<file path="src/rtl/gray_to_rgb_stream.sv">
// Streaming grey-to-RGB expander: 2-entry skid buffer, raster eol/eof tagging.
// Define GRAY_FALSECOLOR_EN for heat-map colouring behind one extra pipeline register.
module gray_to_rgb_stream #(
  parameter int unsigned H_RES = 640,
  parameter int unsigned V_RES = 480
) (
  input  logic        clk,
  input  logic        rst,
  input  logic [7:0]  in_data,
  input  logic        in_valid,
  output logic        in_ready,
  output logic [23:0] out_pixel,
  output logic        out_valid,
  input  logic        out_ready,
  output logic        out_eol,
  output logic        out_eof
);

  localparam logic [11:0] XLast = 12'(H_RES - 1);
  localparam logic [11:0] YLast = 12'(V_RES - 1);

  typedef enum logic [1:0] {StEmpty, StOne, StTwo} occ_e;

  occ_e        occ_q, occ_d;
  logic [23:0] out_q, skid_q;
  logic        out_valid_q, in_ready_q;
  logic [11:0] x_q, y_q;
  logic        in_hs, out_hs;
  logic        buf_valid, buf_ready, buf_take;
  logic [23:0] buf_data;
  logic        full_d;

  assign in_hs     = in_valid & in_ready_q;
  assign out_hs    = out_valid_q & out_ready;
  assign buf_ready = (occ_q != StTwo);
  assign buf_take  = buf_valid & buf_ready;

`ifdef GRAY_FALSECOLOR_EN
  function automatic logic [7:0] sat8(input logic [9:0] v);
    return (v > 10'd255) ? 8'hFF : v[7:0];
  endfunction

  function automatic logic [23:0] heat(input logic [7:0] g);
    logic [9:0] t, r, gr, b;
    t  = 10'd0;
    r  = 10'd0;
    gr = 10'd0;
    b  = 10'd0;
    if (g < 8'd85) begin
      b = 10'd3 * {2'b00, g};
    end else if (g < 8'd170) begin
      t  = 10'd3 * ({2'b00, g} - 10'd85);
      gr = t;
      b  = 10'd255 - t;
    end else begin
      t  = 10'd3 * ({2'b00, g} - 10'd170);
      r  = t + 10'd3;
      gr = (t > 10'd255) ? 10'd0 : 10'd255 - t;
    end
    return {sat8(r), sat8(gr), sat8(b)};
  endfunction

  // Colour stage ahead of the skid buffer; it holds while the buffer is full.
  logic        p_valid_q, p_valid_d;
  logic [23:0] p_q;

  assign p_valid_d = in_hs | (p_valid_q & ~buf_ready);
  assign buf_valid = p_valid_q;
  assign buf_data  = p_q;
  assign full_d    = p_valid_d & (occ_d == StTwo);

  always_ff @(posedge clk) begin
    if (rst) begin
      p_valid_q <= 1'b0;
      p_q       <= 24'h0;
    end else begin
      p_valid_q <= p_valid_d;
      if (in_hs) p_q <= heat(in_data);
    end
  end
`else
  assign buf_valid = in_hs;
  assign buf_data  = {3{in_data}};
  assign full_d    = (occ_d == StTwo);
`endif

  always_comb begin
    occ_d = occ_q;
    unique case (occ_q)
      StEmpty: if (buf_take) occ_d = StOne;
      StOne: begin
        if (buf_take && !out_hs) occ_d = StTwo;
        else if (!buf_take && out_hs) occ_d = StEmpty;
      end
      StTwo:   if (out_hs) occ_d = StOne;
      default: occ_d = StEmpty;
    endcase
  end

  always_ff @(posedge clk) begin
    if (rst) begin
      occ_q       <= StEmpty;
      out_valid_q <= 1'b0;
      in_ready_q  <= 1'b1;
      out_q       <= 24'h0;
      skid_q      <= 24'h0;
      x_q         <= 12'd0;
      y_q         <= 12'd0;
    end else begin
      occ_q       <= occ_d;
      out_valid_q <= (occ_d != StEmpty);
      in_ready_q  <= ~full_d;
      if (occ_q == StTwo) begin
        if (out_hs) out_q <= skid_q;
      end else if (buf_take) begin
        // Output register takes the sample if free or draining, otherwise it parks in skid.
        if (occ_q == StEmpty || out_hs) out_q <= buf_data;
        else skid_q <= buf_data;
      end
      if (out_hs) begin
        if (x_q == XLast) begin
          x_q <= 12'd0;
          y_q <= (y_q == YLast) ? 12'd0 : y_q + 12'd1;
        end else begin
          x_q <= x_q + 12'd1;
        end
      end
    end
  end

  assign out_pixel = out_q;
  assign out_valid = out_valid_q;
  assign in_ready  = in_ready_q;
  assign out_eol   = out_valid_q & (x_q == XLast);
  assign out_eof   = out_valid_q & (x_q == XLast) & (y_q == YLast);

endmodule
</file>
<file path="config.mk">
export PLATFORM = sky130hd
export DESIGN_NAME = gray_to_rgb_stream
export DESIGN_NICKNAME = d
export VERILOG_FILES = /design/src/rtl/gray_to_rgb_stream.sv
export SDC_FILE = /design/constraint.sdc
export NUM_CORES = 1
export LEC_CHECK = 0
export CORE_MARGIN = 10
export CORE_UTILIZATION = 34
export CTS_BUF_LIST = sky130_fd_sc_hd__clkbuf_8
export CTS_CLUSTER_DIAMETER = 40
export DETAILED_ROUTE_END_ITERATION = 16
export PLACE_DENSITY = 0.69
export SETUP_SLACK_MARGIN = 0.2
export SYNTH_ARGS = -nofsm -noshare
export SYNTH_HDL_FRONTEND = slang
export SYNTH_SLANG_ARGS = --single-unit
</file>
<file path="constraint.sdc">
create_clock -name clk -period 1.9 [get_ports clk]
set_input_delay 0.285 -clock clk [delete_from_list [all_inputs] [get_ports clk]]
set_output_delay 0.285 -clock clk [all_outputs]
set_load 0.01 [all_outputs]
</file>
Word level (Yosys, flattened, before mapping)
Cells that the tools add are included.
Word-level totals
  register bits: 76
  input port bits: 12
  output and inout port bits: 28
  word-level logic and storage cells: 47
Cells by class
  add/sub/neg operators: 2
  equality and inequality tests: 7
  multiplexer cells: 11
  bitwise logic cells: 8
  reductions and logical operators: 12
Operator list (count)
  two-way mux 24 bit: 4
  adder 12 x 1 -> 12 bit, second input constant: 2
  two-way mux 12 bit: 2
  equality test 12 x 10 -> 1 bit, second input constant: 1
  equality test 12 x 9 -> 1 bit, second input constant: 1
  two-way mux 2 bit: 4
  one-hot mux 2 bit (3 select lines): 1
  AND reduction 3 bit: 2
  nonzero test 2 bit: 3
  AND 1 bit: 5
  equality test 2 bit, second input constant: 2
  != test 2 bit, second input constant: 2
  NOT 1 bit: 3
  equality test 2 x 1 -> 1 bit, second input constant: 1
  logical AND 1 bit: 2
  logical NOT 1 bit: 2
  logical NOT 2 bit: 1
  AND reduction 2 bit: 1
  logical OR 1 bit: 1

Logic depth before layout (Yosys ltp)
Gate-level depths: netlist of the first run.
  word-level depth: 9
  gate-level depth with buffers: 6
  gate-level depth less buffers: 5

Least setup slack after synthesis of the first run
Ideal clock, no wire load.
  path type: reg2reg
  start point: reg x_q[7]
  end point: reg y_q[11]
  arrival time: 1.931 ns
  path slack: -0.165 ns
  cell stages (with the launch flop): 6
  path buffers: 1
  cells stage by stage: dfxtp_1 -> or4b_4 -> or4_4 -> buf_2 -> o311ai_0 -> o21ai_0
Between the ends
  cells in the longest elaborated chain, start to end: 2
RTL lines
  start: declaration: line 27  | logic [11:0] x_q, y_q;
  start signal: assignment: line 125  | x_q <= x_q + 12'd1;
  equality test 12 x 10 -> 1 bit: line 121  | if (x_q == XLast) begin
  AND reduction 2 bit (no line)
  end signal: assignment: line 123  | y_q <= (y_q == YLast) ? 12'd0 : y_q + 12'd1;
  end: declaration: line 27
Every way passes these cells.
A chain may end at the register's enable or synchronous reset.

Worst setup path after layout of the first run
  start point: reg x_q[7]
  end point: reg y_q[10]
Same word-level chain as after synthesis.

==> impl_metrics.tcl, run 1 <==
set metrics [dict create \
    synth-edff-count 0 \
    synthTopCellsByArea "dfxtp_1 41%, buf_4 5.6%, mux2i_1 4.2%, nand2_1 4.0%, a21oi_1 4.0%" \
    final_common_cell "dfxtp_1" \
    clock_sinks 44 \
    synth_cells 253 \
    htree_levels 2 \
    final_cell_mix "42 x dfxtp_1, 38 x buf_4, 36 x clkdlybuf4s50_1" \
    maxCapViolCount 0 \
    synth-seq-cells 44 \
    gp_congestion 0.806 \
    io_buffers 39 \
    fin_util_pct 52.0 \
    cts_tree "done" \
    grt_max_degree 19 \
    slowest_stage "or4b_4" \
    die_h_um 99.4 \
    clk_path_buf_depth 2 \
    async_reset_ff_share_pct 0 \
    n_antenna_cell 0 \
    vdd_drop_max_mv 0.541 \
    dieArea_mm2 0.00988 \
    crit_fanout 4 \
    grt_pass1_vias 2053 \
    drive_gt1_share_pct 27.0 \
    nets 335 \
    antenna_found_initial 0 \
    drt_iter0_drc 74 \
    period_share_pct 113 \
    totalWireLength_um 6160 \
    rsz0062_at_grt "true" \
    synth.largest_area_cell "dfxtp_1" \
    fmax_ghz 0.466 \
    final-setup-viol-count 15 \
    crit_path_frequent_cell "or4_4" \
    cts_made_buffers 5 \
    criticalPathCategory "reg2reg" \
    worst_slew_pin_slew_ps 543 \
    synth_top_cell_area_share_pct 41.1 \
    dp_hpwl_um 4270 \
    start_kind "flop" \
    routedWlPerCell_um 15.5 \
    grt_usage_pct 12.0 \
    grt_pass1_wl_um 9980 \
    clk_latency_ps 310 \
    synth_area_mm2 0.00214 \
    worst_path_dominant_cell_family "simple AND/OR/NAND/NOR gates" \
    ios 40 \
    firstDrtPassIters 4 \
    fin_setup_tns_ps -1610 \
    fp-row-count 28 \
    skew_ps 12.2 \
    slew_viol_final 0 \
    viasPerCell 5.36 \
    ys_warn_count 0 \
    slew_headroom_pct 63.8 \
    crit_chain "or4b_4 > or4_4 > or4_4 > a21oi_2" \
    violations "negative setup slack" \
    final.setup.worst_slack_ps -247 \
    via_count 2126 \
    synth_cell_types 41 \
    start_util_pct 35.6 \
    timing_hold_violations_final 0 \
    synthFlopType "dfxtp_1" \
    syn_nets 267 \
    p_per_area_mw_per_mm2 719 \
    worstPathRequired_ps 2150 \
    clk_pin_slew_worst_paths_ps 90 \
    route.detailed.drc 0 \
    grt-ovfl-total 0 \
    path_buf_inv 0 \
    ys_seq_area_share_pct 41.1 \
    cp.arrival_ps 2390 \
    period_minus_slack_ps 2150 \
    syn-mean-instance-area_um2 8.47 \
    slowest_delay_ps 560 \
    hold_class "reg2reg" \
    p_leak_nw 1.24 \
    clockRootBuffer "clkbuf_8" \
    die_w_um 99.4 \
    core-area_mm2 0.00603 \
    status "finished with violations" \
    area_growth_pct 46.1 \
    postRouteAntennaNets 0 \
    cp-end-kind "flop" \
]
-- where the power goes --
part / internal (mW) / switching (mW)
logic: 0.249 / 0.215
clock network: 0.430 / 0.342
registers: 0.972 / 0.0447
-- tightest hold or removal path: stages, from the launching register on --
cell and delay, ps:
dfxtp_1 320, o21ai_0 60, a21oi_1 60
-- final timing paths --
check	to	cells past startpoint	start	slack, ps
hold reg to reg	skid_q[21]	2	skid_q[21]	480
setup / recovery	y_q[10]	4	x_q[7]	-250
setup reg to reg	y_q[10]	4	x_q[7]	-250
hold / removal	skid_q[21]	2	skid_q[21]	480
-- state kept, by name, indices dropped and copies added (netlist names) --
| register | flops |
|---|---|
| x_q | 12 |
| y_q | 12 |
| out_pixel | 8 |
| skid_q | 8 |
| occ_q | 2 |
| in_ready | 1 |
| out_valid | 1 |
-- synthesized netlist by cell type, types with 2 or more instances --
master	instances
nor2_1	12
and2_1	3
or3_1	5
o21ai_0	15
xnor2_1	2
nand2_1	23
nand4_1	10
nor3_1	11
o211ai_1	3
and4_1	4
or4_1	3
nand2b_1	3
and3_1	3
a21boi_0	2
clkbuf_1	10
ha_1	2
dfxtp_1	44
a21oi_1	17
o31ai_1	4
mux2i_1	9
o22ai_1	2
a211oi_1	8
a31oi_1	2
inv_1	7
nand3_1	13
buf_4	16
xor2_1	6
-- what timing repair did --
action / 4_1_cts / 5_1_grt
hold buffers: 0 / 0
pin swaps: 10 / 2
resized for setup: 30 / 20
endpoints found under the setup margin: 23 / 24
buffers inserted: 10 / 2
-- layer usage --
| metal | wire length (um) | vias to the layer above | track usage [%] |
|---|---|---|---|
| met1 | 2700 | 1028 | 14.5 |
| li1 | - | 1044 | - |
| met2 | 3060 | 46 | 19.8 |
| met4 | 104 | 0 | 5.29 |
| met5 | 0 | - | 0 |
| met3 | 289 | 8 | 2.98 |
-- metrics by stage --
step           hold slack (ps)  power (mW)  std cells  setup WS (ps)  instance area [um^2]
2_1_floorplan              421        1.29        253           -123                  2160
4_1_cts                    481        2.26        395           -225                  3040
3_3_place_gp               461        1.48        377           -379                  2750
6_report                   479        2.25        397           -247                  3130
3_5_place_dp               469        1.49        377           -443                  2750
5_1_grt                    509        2.34        397           -305                  3130
-- cell families after synthesis --
group / after synthesis / share of synthesized area (%)
flip-flops: 44 / 41.1
AO/OA/AOI/OAI: 59 / 17.0
XOR/XNOR: 8 / 3.27
AND/OR/NAND/NOR: 97 / 24.4
adder cells (fa/ha/maj): 2 / 1.17
buffers and inverters: 34 / 8.82
multiplexers: 9 / 4.20
-- final cells by class --
cell class,count,area [um^2]
repair buffers,88,798
inverters,7,26.3
fillers,514,2900
multi-input cells,175,1210
clock inverters,2,38.8
flip-flops and latches,44,883
clock buffers,6,82.6
well taps,75,93.8
Power figures use the tool's default switching activity.
==> inputs of run 2 (changes only) <==
--- a/config.mk
+++ b/config.mk
@@ -6,5 +6,4 @@
 export NUM_CORES = 1
 export LEC_CHECK = 0
-export CORE_MARGIN = 10
 export CORE_UTILIZATION = 34
 export CTS_BUF_LIST = sky130_fd_sc_hd__clkbuf_8
==> constraint.sdc (replaced) <==
create_clock -name clk -period 1.9 [get_ports clk]
set_input_delay 0.38 -clock clk [delete_from_list [all_inputs] [get_ports clk]]
set_output_delay 0.38 -clock clk [all_outputs]
set_load 0.01 [all_outputs]
==> run 2 against run 1 <==
Against the previous run:
- the run still ends with negative setup slack left
- routed wire length down 10%
- sequential share of layout area rose by 0.82 points
- critical path depth is 1 higher
- total power is 7.0% lower
- global-route usage increased by 5.8 points
- maximum frequency shrank 2.4%
- die area is 33% lower
- final cell count unchanged
- combinational power about the same
- clock power down 20%
==> impl_metrics.tcl, run 2 (synthesized netlist as in run 1, its figures left out) <==
set metrics [dict create \
    rsz0062_at_grt "true" \
    start_kind "flop" \
    maxCapViolCount 0 \
    ctsHoldBuffers 0 \
    via_count 2088 \
    route.detailed.drc 0 \
    criticalPathCategory "reg2reg" \
    cts_tree "done" \
    final_cell_mix "43 x buf_4, 41 x dfxtp_1, 36 x clkdlybuf4s50_1" \
    power_mw 2.09 \
    final_common_cell "buf_4" \
    timing_hold_violations_final 0 \
    grt_usage_pct 17.9 \
    dieArea_mm2 0.00663 \
    fmax_ghz 0.455 \
    grt_use_met2_pct 28.0 \
    clk_path_buf_depth 2 \
    core-area_mm2 0.00599 \
    post_dp_cell_area_mm2 0.00279 \
    final.setup.worst_slack_ps -300 \
    p_leak_nw 1.20 \
    vdd_drop_max_mv 0.339 \
    skew_ps 9.19 \
    slew_viol_final 0 \
    clk_latency_ps 300 \
    gr-usage-met1_pct 23.7 \
    clk_pin_slew_worst_paths_ps 90 \
    stdcell_count 397 \
    comb_power_share_pct 22.1 \
    fin_util_pct 50.9 \
    die_w_um 81.4 \
    busiest_layer "met2" \
    seqPwrFrac_pct 48.6 \
    clock_sinks 44 \
    postRouteAntennaNets 0 \
    hold_class "reg2reg" \
    antenna_found_initial 0 \
    reg.largest.list "x_q (12), y_q (12)" \
    io_buffers 39 \
    internal_power_mw 1.52 \
    grt_max_degree 23 \
    worstPathRequired_ps 2140 \
    p_per_area_mw_per_mm2 687 \
    fp-row-count 28 \
    p_clk_share_pct 29.3 \
    slew_headroom_pct 64.3 \
    dp_hpwl_um 3890 \
    drive_gt1_share_pct 26.4 \
    n_antenna_cell 0 \
    clockRootBuffer "clkbuf_8" \
    whs_ps 477 \
    routedWlPerCell_um 14.0 \
    cp-end-kind "flop" \
    die_h_um 81.4 \
    cts_made_buffers 5 \
    grt_pass1_wl_um 9020 \
    p_sw_share_pct 27.5 \
    htree_levels 2 \
    period_share_pct 116 \
    switchingPower_mw 0.576 \
    period_minus_slack_ps 2200 \
    crit_fanout 5 \
    grt_pass1_vias 1899 \
    use_met3_pct 3.37 \
    final_area_mm2 0.00305 \
    ios 40 \
    worst_slew_pin_slew_ps 535 \
    gp_congestion 0.810 \
    nets 335 \
    final-setup-viol-count 21 \
    drt_iter0_drc 162 \
    viasPerCell 5.26 \
    status "finished with violations" \
    firstDrtPassIters 4 \
    area_growth_pct 42.1 \
    cp.arrival_ps 2440 \
    totalWireLength_um 5540 \
    grt-ovfl-total 0 \
    dp.cells 382 \
    start_util_pct 35.8 \
    violations "negative setup slack" \
]
==> run 2: timing repair <==
action / in CTS / in global routing
pin swaps: 11 / 3
setup buffers: 5 / 2
endpoints found under the hold margin: 0 / 0
endpoints found under the setup margin: 24 / 30
gates resized for setup: 27 / 15
==> run 2: area by class of cell <==
type / instances / area [um^2]
clock buffers: 6 / 82.6
repair buffers: 88 / 773
well taps: 75 / 93.8
inverters: 7 / 26.3
flip-flops and latches: 44 / 885
clock inverters: 2 / 10.0
fillers: 531 / 2940
multi-input cells: 175 / 1180
==> run 2: stage by stage <==
stage                     setup slack, ps  TNS (ps)
after global routing                 -371     -4370
after detailed placement             -489     -4780
final                                -300     -2840
after floorplan                      -123      -409
after CTS                            -298     -2480
after global placement               -448     -3700
==> run 2: worst paths after layout <==
| kind | start | to | slack [ps] | depth (start not counted) |
|---|---|---|---|---|
| worst max-delay path | x_q[7] | y_q[10] | -300 | 5 |
| worst min-delay path | skid_q[22] | skid_q[22] | 480 | 2 |
| worst max register to register | x_q[7] | y_q[10] | -300 | 5 |
| worst min register to register | skid_q[22] | skid_q[22] | 480 | 2 |
==> run 2: critical path: stages, from the launching register on <==
cell     delay (ps)
dfxtp_2         320
or4b_4          560
buf_6           140
or4_4           520
or4_1           480
a21oi_1         130
==> run 2: layer usage <==
metal	routed length (um)	share of wire, %
met5	0	0
met4	104	1.9
met3	314	5.7
met2	2570	46
met1	2560	46
==> run 2: power by group through the flow <==
stage / clock network (mW) / registers (mW) / logic (mW)
after CTS: 0.625 / 1.02 / 0.455
after global routing: 0.661 / 1.03 / 0.497
final: 0.614 / 1.02 / 0.462
after floorplan: 0 / 1.04 / 0.246
after global placement: 0 / 1.03 / 0.443
after detailed placement: 0 / 1.04 / 0.446
